File: src/rtl/seg_pkg.sv
// Shared constants and types for the 7-segment scan controller.
// Segment vectors are {a,b,c,d,e,f,g}, active-low (0 = segment lit).
package seg_pkg;

    localparam logic [6:0] SEG_BLANK = 7'h7F;

    localparam logic [6:0] SEG_0 = 7'b0000001;
    localparam logic [6:0] SEG_1 = 7'b1001111;
    localparam logic [6:0] SEG_2 = 7'b0010010;
    localparam logic [6:0] SEG_3 = 7'b0000110;
    localparam logic [6:0] SEG_4 = 7'b1001100;
    localparam logic [6:0] SEG_5 = 7'b0100100;
    localparam logic [6:0] SEG_6 = 7'b0100000;
    localparam logic [6:0] SEG_7 = 7'b0001111;
    localparam logic [6:0] SEG_8 = 7'b0000000;
    localparam logic [6:0] SEG_9 = 7'b0000100;

    // Phase within a digit slot: anodes off (anti-ghosting gap) or digit lit.
    typedef enum logic {
        SCAN_BLANK = 1'b0,
        SCAN_ON    = 1'b1
    } scan_state_t;

endpackage

File: src/rtl/bcd_seg_dec.sv
// Combinational BCD digit to active-low 7-segment decoder.
// Non-decimal codes (10..15) produce a dark digit.
module bcd_seg_dec
    import seg_pkg::*;
(
    input  logic [3:0] bcd,
    output logic [6:0] seg
);

    // Table lookup; anything outside 0..9 stays dark.
    always_comb begin
        seg = SEG_BLANK;
        case (bcd)
            4'd0: seg = SEG_0;
            4'd1: seg = SEG_1;
            4'd2: seg = SEG_2;
            4'd3: seg = SEG_3;
            4'd4: seg = SEG_4;
            4'd5: seg = SEG_5;
            4'd6: seg = SEG_6;
            4'd7: seg = SEG_7;
            4'd8: seg = SEG_8;
            4'd9: seg = SEG_9;
            default: seg = SEG_BLANK;
        endcase
    end

endmodule

File: src/rtl/seg_scan_ctrl.sv
// Time-multiplexed scan controller for a common-anode multi-digit display.
// Each digit slot is DIV cycles: BLANK_CYC cycles dark, then the digit lit.
// New values are staged in a pending register and swapped in only at the
// end of the last digit slot so a frame never shows a mix of old and new.
module seg_scan_ctrl
    import seg_pkg::*;
#(
    parameter int NUM_DIGITS = 4,
    parameter int DIV        = 50000,
    parameter int BLANK_CYC  = 16
)
(
    input  logic                      clk,
    input  logic                      rst,
    input  logic [4*NUM_DIGITS-1:0]   bcd_in,
    input  logic                      load_valid,
    output logic                      load_ready,
    input  logic                      lz_en,
    output logic [6:0]                seg,
    output logic [NUM_DIGITS-1:0]     an,
    output logic                      frame_done
);

    localparam int CW = (DIV > 1) ? $clog2(DIV) : 1;
    localparam int IW = (NUM_DIGITS > 1) ? $clog2(NUM_DIGITS) : 1;
    localparam logic [CW-1:0] CNT_LAST = CW'(DIV - 1);
    localparam logic [CW-1:0] CNT_ON   = CW'(BLANK_CYC);
    localparam logic [IW-1:0] IDX_LAST = IW'(NUM_DIGITS - 1);

    logic [CW-1:0]             cnt_reg, cnt_next;
    logic [IW-1:0]             idx_reg, idx_next;
    logic [4*NUM_DIGITS-1:0]   disp_reg;
    logic [4*NUM_DIGITS-1:0]   pend_data_reg;
    logic                      pend_valid_reg;
    logic [6:0]                seg_reg, seg_next;
    logic [NUM_DIGITS-1:0]     an_reg, an_next;

    scan_state_t               state;
    logic                      slot_end;
    logic                      boundary;
    logic                      suppress;
    logic [6:0]                dec_seg;
    logic [3:0]                digits [NUM_DIGITS];
    logic [NUM_DIGITS-1:0]     zero_above;

    // Per-digit views of the display register; zero_above[i] means digit i
    // and everything more significant is zero (leading-zero candidate).
    generate
        for (genvar gi = 0; gi < NUM_DIGITS; gi++) begin : g_digit
            assign digits[gi]     = disp_reg[4*gi +: 4];
            assign zero_above[gi] = (disp_reg[4*NUM_DIGITS-1:4*gi] == '0);
        end
    endgenerate

    assign slot_end   = (cnt_reg == CNT_LAST);
    assign boundary   = slot_end && (idx_reg == IDX_LAST);
    assign frame_done = boundary;
    assign load_ready = !pend_valid_reg;
    assign suppress   = lz_en && (idx_reg != '0) && zero_above[idx_reg];
    assign seg        = seg_reg;
    assign an         = an_reg;

    bcd_seg_dec u_dec (
        .bcd (digits[idx_reg]),
        .seg (dec_seg)
    );

    // Scan phase is a pure function of the position inside the slot.
    always_comb begin
        state = (cnt_reg < CNT_ON) ? SCAN_BLANK : SCAN_ON;
    end

    // Slot counter advance; the digit index steps when a slot ends.
    always_comb begin
        cnt_next = cnt_reg + 1'b1;
        idx_next = idx_reg;
        if (slot_end) begin
            cnt_next = '0;
            idx_next = (idx_reg == IDX_LAST) ? '0 : idx_reg + 1'b1;
        end
    end

    // Next anode/segment pattern for the current phase and digit.
    always_comb begin
        an_next  = '1;
        seg_next = SEG_BLANK;
        if (state == SCAN_ON) begin
            an_next[idx_reg] = 1'b0;
            seg_next         = suppress ? SEG_BLANK : dec_seg;
        end
    end

    // Scan position and registered display drive.
    always_ff @(posedge clk) begin
        if (rst) begin
            cnt_reg <= '0;
            idx_reg <= '0;
            seg_reg <= SEG_BLANK;
            an_reg  <= '1;
        end else begin
            cnt_reg <= cnt_next;
            idx_reg <= idx_next;
            seg_reg <= seg_next;
            an_reg  <= an_next;
        end
    end

    // Load handshake and frame-aligned swap of the pending value. Applying
    // and capturing are mutually exclusive (one needs pending set, the
    // other clear), so a capture in the boundary cycle waits a full frame.
    always_ff @(posedge clk) begin
        if (rst) begin
            disp_reg       <= '0;
            pend_data_reg  <= '0;
            pend_valid_reg <= 1'b0;
        end else begin
            if (boundary && pend_valid_reg) begin
                disp_reg       <= pend_data_reg;
                pend_valid_reg <= 1'b0;
            end
            if (load_valid && !pend_valid_reg) begin
                pend_data_reg  <= bcd_in;
                pend_valid_reg <= 1'b1;
            end
        end
    end

endmodule

File: config.mk
export PLATFORM = sky130hd
export DESIGN_NAME = seg_scan_ctrl
export DESIGN_NICKNAME = d
export VERILOG_FILES = /design/src/rtl/seg_pkg.sv /design/src/rtl/bcd_seg_dec.sv /design/src/rtl/seg_scan_ctrl.sv
export SDC_FILE = /design/constraint.sdc
export NUM_CORES = 1
export LEC_CHECK = 0
export ABC_AREA = 1
export CAP_MARGIN = 0
export CORE_AREA = 4 4 82 84
export DETAILED_ROUTE_END_ITERATION = 8
export DIE_AREA = 0 0 86 88
export MAX_ROUTING_LAYER = met4
export PLACE_DENSITY = 0.71
export RECOVER_POWER = 50
export SLEW_MARGIN = 20
export SYNTH_ARGS = -nofsm -noshare
export SYNTH_HDL_FRONTEND = slang
export SYNTH_SLANG_ARGS = --single-unit
export TNS_END_PERCENT = 20
File: constraint.sdc
create_clock -name clk -period 1.45 [get_ports clk]
set_input_delay 0.435 -clock clk [delete_from_list [all_inputs] [get_ports clk]]
set_output_delay 0.435 -clock clk [all_outputs]
set_load 0.05 [all_outputs]
# == After elaboration in Yosys (flattened, before gate mapping) ==
# Memories as Yosys holds them, arrays and structs flattened. A register that Yosys moved wholly into a read port is not among the register bits.
# Cells that the tools add are included.
# word_totals
mem_bits_ro,112
ff_bits,55
elab_cells,43
mem_count,1
inputBits,20
ram_bits,0
latch_bits,0
output_inout_bits,13
# classes
multipliers,0
add_sub_neg,2
div,0
eq_ne,2
n_reduce_logical,16
bitwise_logic,2
shift,0
order_cmp,4
n_mux,10
# memory_table
memory,depth,width,rd,rd_clocked_by_memory_dff,write_ports,line_no,text
(name not given),16,7,1,1,0,bcd_seg_dec.sv:13,case (bcd)
# op_table
op,n
$add A16 B1 Y16 const B,1
$eq A16 B16 Y1 const B,1
$logic_not A16 Y1,1
$lt A16 B5 Y1 const B,1
$logic_not A12 Y1,1
$bmux W4 S2,1
$logic_not A8 Y1,1
$mux W4,2
$logic_and A1 B1 Y1,6
$logic_not A4 Y1,1
$mux W1,4
$not A4 Y4,1
$reduce_bool A2 Y1,2
$reduce_or A2 Y1,2
$ge A3 B3 Y1 const B,1
$lt A2 B3 Y1 const B,1
$not A2 Y3,1
$reduce_or A3 Y1,1
$add A2 B1 Y2 const B,1
$bmux W1 S2,1
$demux W1 S2,1
$eq A2 B2 Y1 const B,1
$ge A2 B1 Y1 const B,1
$mux W2,1
$logic_not A1 Y1,1

# == Depth between registers and ports, before layout ==
# logic_depth
depth_word,5
depth_mapped,12
depth_no_buf,11

# == Cells and area by module ==
# From an unflattened synthesis, not the netlist that was laid out.
# hier_totals
cells_unflattened,406
hier_area_um2,2885.3
# by_module_without_submodules
module,area_per_inst_um2,cells_per_inst,seq_area_each_um2,n_inst
seg_scan_ctrl,2697.6,371,1241.2,1
bcd_seg_dec,187.7,35,0.0,1

# == Worst setup path before layout ==
# OpenSTA, ideal clock, no wires.
# synth_timing
path_type,register to output
start,reg cnt_reg[0]
end,out frame_done
arrival_ns,1.573
path_buffers,0
slack_ns,-0.558
path_stages_with_launch,6
cell_sequence,dfxtp_1 > ha_1 > nand3_1 > nor2_2 > nand2_1 > nor2_1
# synth_between
elab_chain_cells,2
# synth_rtl
element,line_no,text
"start, declared",seg_scan_ctrl.sv:30,"logic [CW-1:0] cnt_reg, cnt_next;"
"start signal, assigned",seg_scan_ctrl.sv:101,cnt_reg <= cnt_next;
$eq A16 B16 Y1,seg_scan_ctrl.sv:55,assign slot_end = (cnt_reg == CNT_LAST);
$logic_and A1 B1 Y1,seg_scan_ctrl.sv:56,assign boundary = slot_end && (idx_reg == IDX_LAST);
"end, declared",seg_scan_ctrl.sv:21,output logic frame_done
# Every way passes these cells.

# == Final worst setup path ==
# layout_timing
start,reg cnt_reg[1]
end,out frame_done
# The elaborated chain is that of the path after synthesis.

==> flow_metrics.tcl <==
set metrics [dict create \
    drv_slew 0 \
    cp_cell_sequence "ha_4 > nand3_4 > nor2_4 > nand2_2 > nor2_4 > buf_12" \
    num_io_pins 33 \
    die_h_um 88 \
    netlist_instances 422 \
    cts-root-buf "clkbuf_8" \
    cts.path.max_buffers 2 \
    drive_above_1_share 0.294 \
    die_area_mm2 0.00757 \
    port_buffers 32 \
    coreArea_mm2 0.00592 \
    cp_common_cell "nor2_4" \
    floorplan.initialDensity 0.492 \
    path_max_fanout 2 \
    fin_crit_sh 1.23 \
    finalHoldViolCount 0 \
    setup.worst_path.class "reg -> out" \
    tightest_slew_ns 0.460 \
    numCtsBuffers 9 \
    arrival_ns 1.35 \
    vias 2880 \
    syn_area_mm2 0.00291 \
    htree_num_levels 3 \
    postSynthAreaPerCell_um2 6.90 \
    critPathTopFamily "simple AND/OR/NAND/NOR gates" \
    mostFrequentLayoutCells "nor2_1, nand2_1, dfxtp_1, buf_4, inv_1" \
    rows 28 \
    max_stage_delay_ns 0.35 \
    drc 0 \
    p_leak_nw 1.97 \
    violations "negative setup slack" \
    wl_per_cell_um 11.9 \
    antenna_found_initial 0 \
    grt_setup_unrepaired "yes" \
    cpMaxStageDelayCell "dfxtp_2" \
    final_antenna_net_count 0 \
    gp_congestion 0.928 \
    hold_path.class "reg -> reg" \
    grt_pass1_vias 2605 \
    fin_crit_ns 1.78 \
    fmax_mhz 562 \
    powerDensity_mw_per_mm2 886 \
    routed_via_density 4.90 \
    drtIter0Drc 165 \
    clock_latency_ns 0.34 \
    drt_wl_total_um 7000 \
    whs_path_depth 2 \
    cts_tree "yes" \
    final_common_cell "nor2_1" \
    max-cap-violations 0 \
    fin_nets 539 \
    endpoint_kind "output pin" \
    power_mw 3.70 \
    clkTransAtPathRegs_ns 0.08 \
    clock-sinks 62 \
    peakVddDrop_mv 0.790 \
    hp-start "pend_data_reg[11]" \
    synth-seq-cells 62 \
    post-place-ws_ns -0.182 \
    place_hpwl_um 4690 \
    setup_slack_ns -0.331 \
    overflow 0 \
    drt-pass1-iter-count 4 \
    r2r-start "idx_reg[0]" \
    outcome "finished, violations left" \
    synthesis.nets 453 \
    seq_area_frac_synth 0.426 \
    finalSetupViolations 8 \
    whs_endpoint "disp_reg[11]" \
    crit_cells 6 \
    areaGrowthSynthToFinish_pct 43.5 \
    grt_max_degree 36 \
    clock_skew_ns 0.00869 \
    r2r_cells 12 \
    grt_usage 0.193 \
    yosysWarningCount 0 \
    r2r-end "seg[0]" \
    n_fill_cell 473 \
    crit_path_start_kind "flop" \
    n_antenna_cell 0 \
    grt_pass1_wl_um 11300 \
    die_x_um 86 \
    critPathRequiredTime_ns 1.02 \
    cp_num_buf_inv 1 \
    r2r_setup_slack_ns -0.18 \
    yosysUniqueCellTypes 31 \
    slew_headroom 0.693 \
]
## power by group
group	switching, mW	leakage (nW)	internal, mW	total, mW
clock network	0.745	0.115	0.994	1.74
registers	0.0289	0.509	1.75	1.78
logic	0.0889	1.34	0.0983	0.187
## worst min-delay path, stage by stage, from the launching register on
cell and delay, ns:
dfxtp_1 0.33, nor2_1 0.05, nor2_1 0.08
## cells in the mapped netlist
library cell	number	area share
and3_1	1	0.0022
nor3_1	6	0.010
o211ai_1	1	0.0026
nand2_2	3	0.0064
o21ai_0	19	0.033
ha_1	11	0.047
buf_4	1	0.0026
buf_6	2	0.0077
nor2_4	1	0.0039
or2_2	1	0.0022
dfxtp_1	62	0.43
inv_2	2	0.0026
inv_1	44	0.057
a21oi_2	1	0.0030
nand3_1	23	0.040
nor2_1	97	0.13
and2_1	2	0.0043
a21oi_1	11	0.019
clkinv_1	1	0.0013
nor2_2	1	0.0022
nand3b_1	2	0.0052
buf_2	6	0.010
nand4_4	1	0.0073
nor3_2	1	0.0034
nand4_1	10	0.021
nand2_1	103	0.13
xor2_1	4	0.012
a21boi_0	1	0.0026
clkbuf_1	2	0.0026
or2_0	1	0.0022
nor3b_1	1	0.0026
## per-stage QoR
step / cell area, um2 / setup TNS (ns) / hold WS, ns / utilization / instances
after floorplan: 2970 / -0.152 / 0.419 / - / 422
after global placement: 3840 / -4.38 / 0.459 / 0.649 / 568
after detailed placement: 3840 / -5.78 / 0.465 / 0.649 / 568
after CTS: 4110 / -0.549 / 0.488 / 0.693 / 584
after global routing: 4180 / -1.98 / 0.520 / 0.706 / 588
final: 4180 / -1.02 / 0.488 / 0.706 / 588
## worst max-delay path by stage
stage / start / endpoint
final: cnt_reg[1] / frame_done
after global routing: cnt_reg[1] / frame_done
after CTS: cnt_reg[1] / frame_done
after detailed placement: load_valid / pend_data_reg[3]
after global placement: load_valid / pend_data_reg[11]
after floorplan: cnt_reg[1] / frame_done
## final cells by class
class	instances	area, um2	share of cell area
clock buffers	9	124	0.0296
well taps	75	93.8	0.0225
clock inverters	7	104	0.0249
repair buffers	86	742	0.178
multi-input cells	302	1670	0.400
inverters	47	186	0.0446
flip-flops and latches	62	1260	0.301
## routing by layer
layer | routed length, um | global-route usage | vias to the layer above
met5 | 0 | - | -
met1 | 3120 | 0.232 | 1287
met3 | 386 | 0.0433 | 12
met4 | 121 | 0.0763 | 0
li1 | - | - | 1500
met2 | 3360 | 0.314 | 81
## what timing repair did
item                       4_1_cts  5_1_grt
hold buffers                     0        0
setup endpoints to repair        9       23
pin swaps                       12       11
setup buffers                    0        5
resized for setup               16       53
## kinds of logic (layout without fill, tap and decap cells)
family | after synthesis | after routing | synth area share
flip-flops | 62 | 62 | 0.426
XOR/XNOR | 4 | 4 | 0.0120
AO/OA/AOI/OAI | 33 | 33 | 0.0597
AND/OR/NAND/NOR | 254 | 254 | 0.371
buffers and inverters | 58 | 149 | 0.0838
adder cells (fa/ha/maj) | 11 | 11 | 0.0473
No activity file was read; power rests on OpenSTA's default activity.
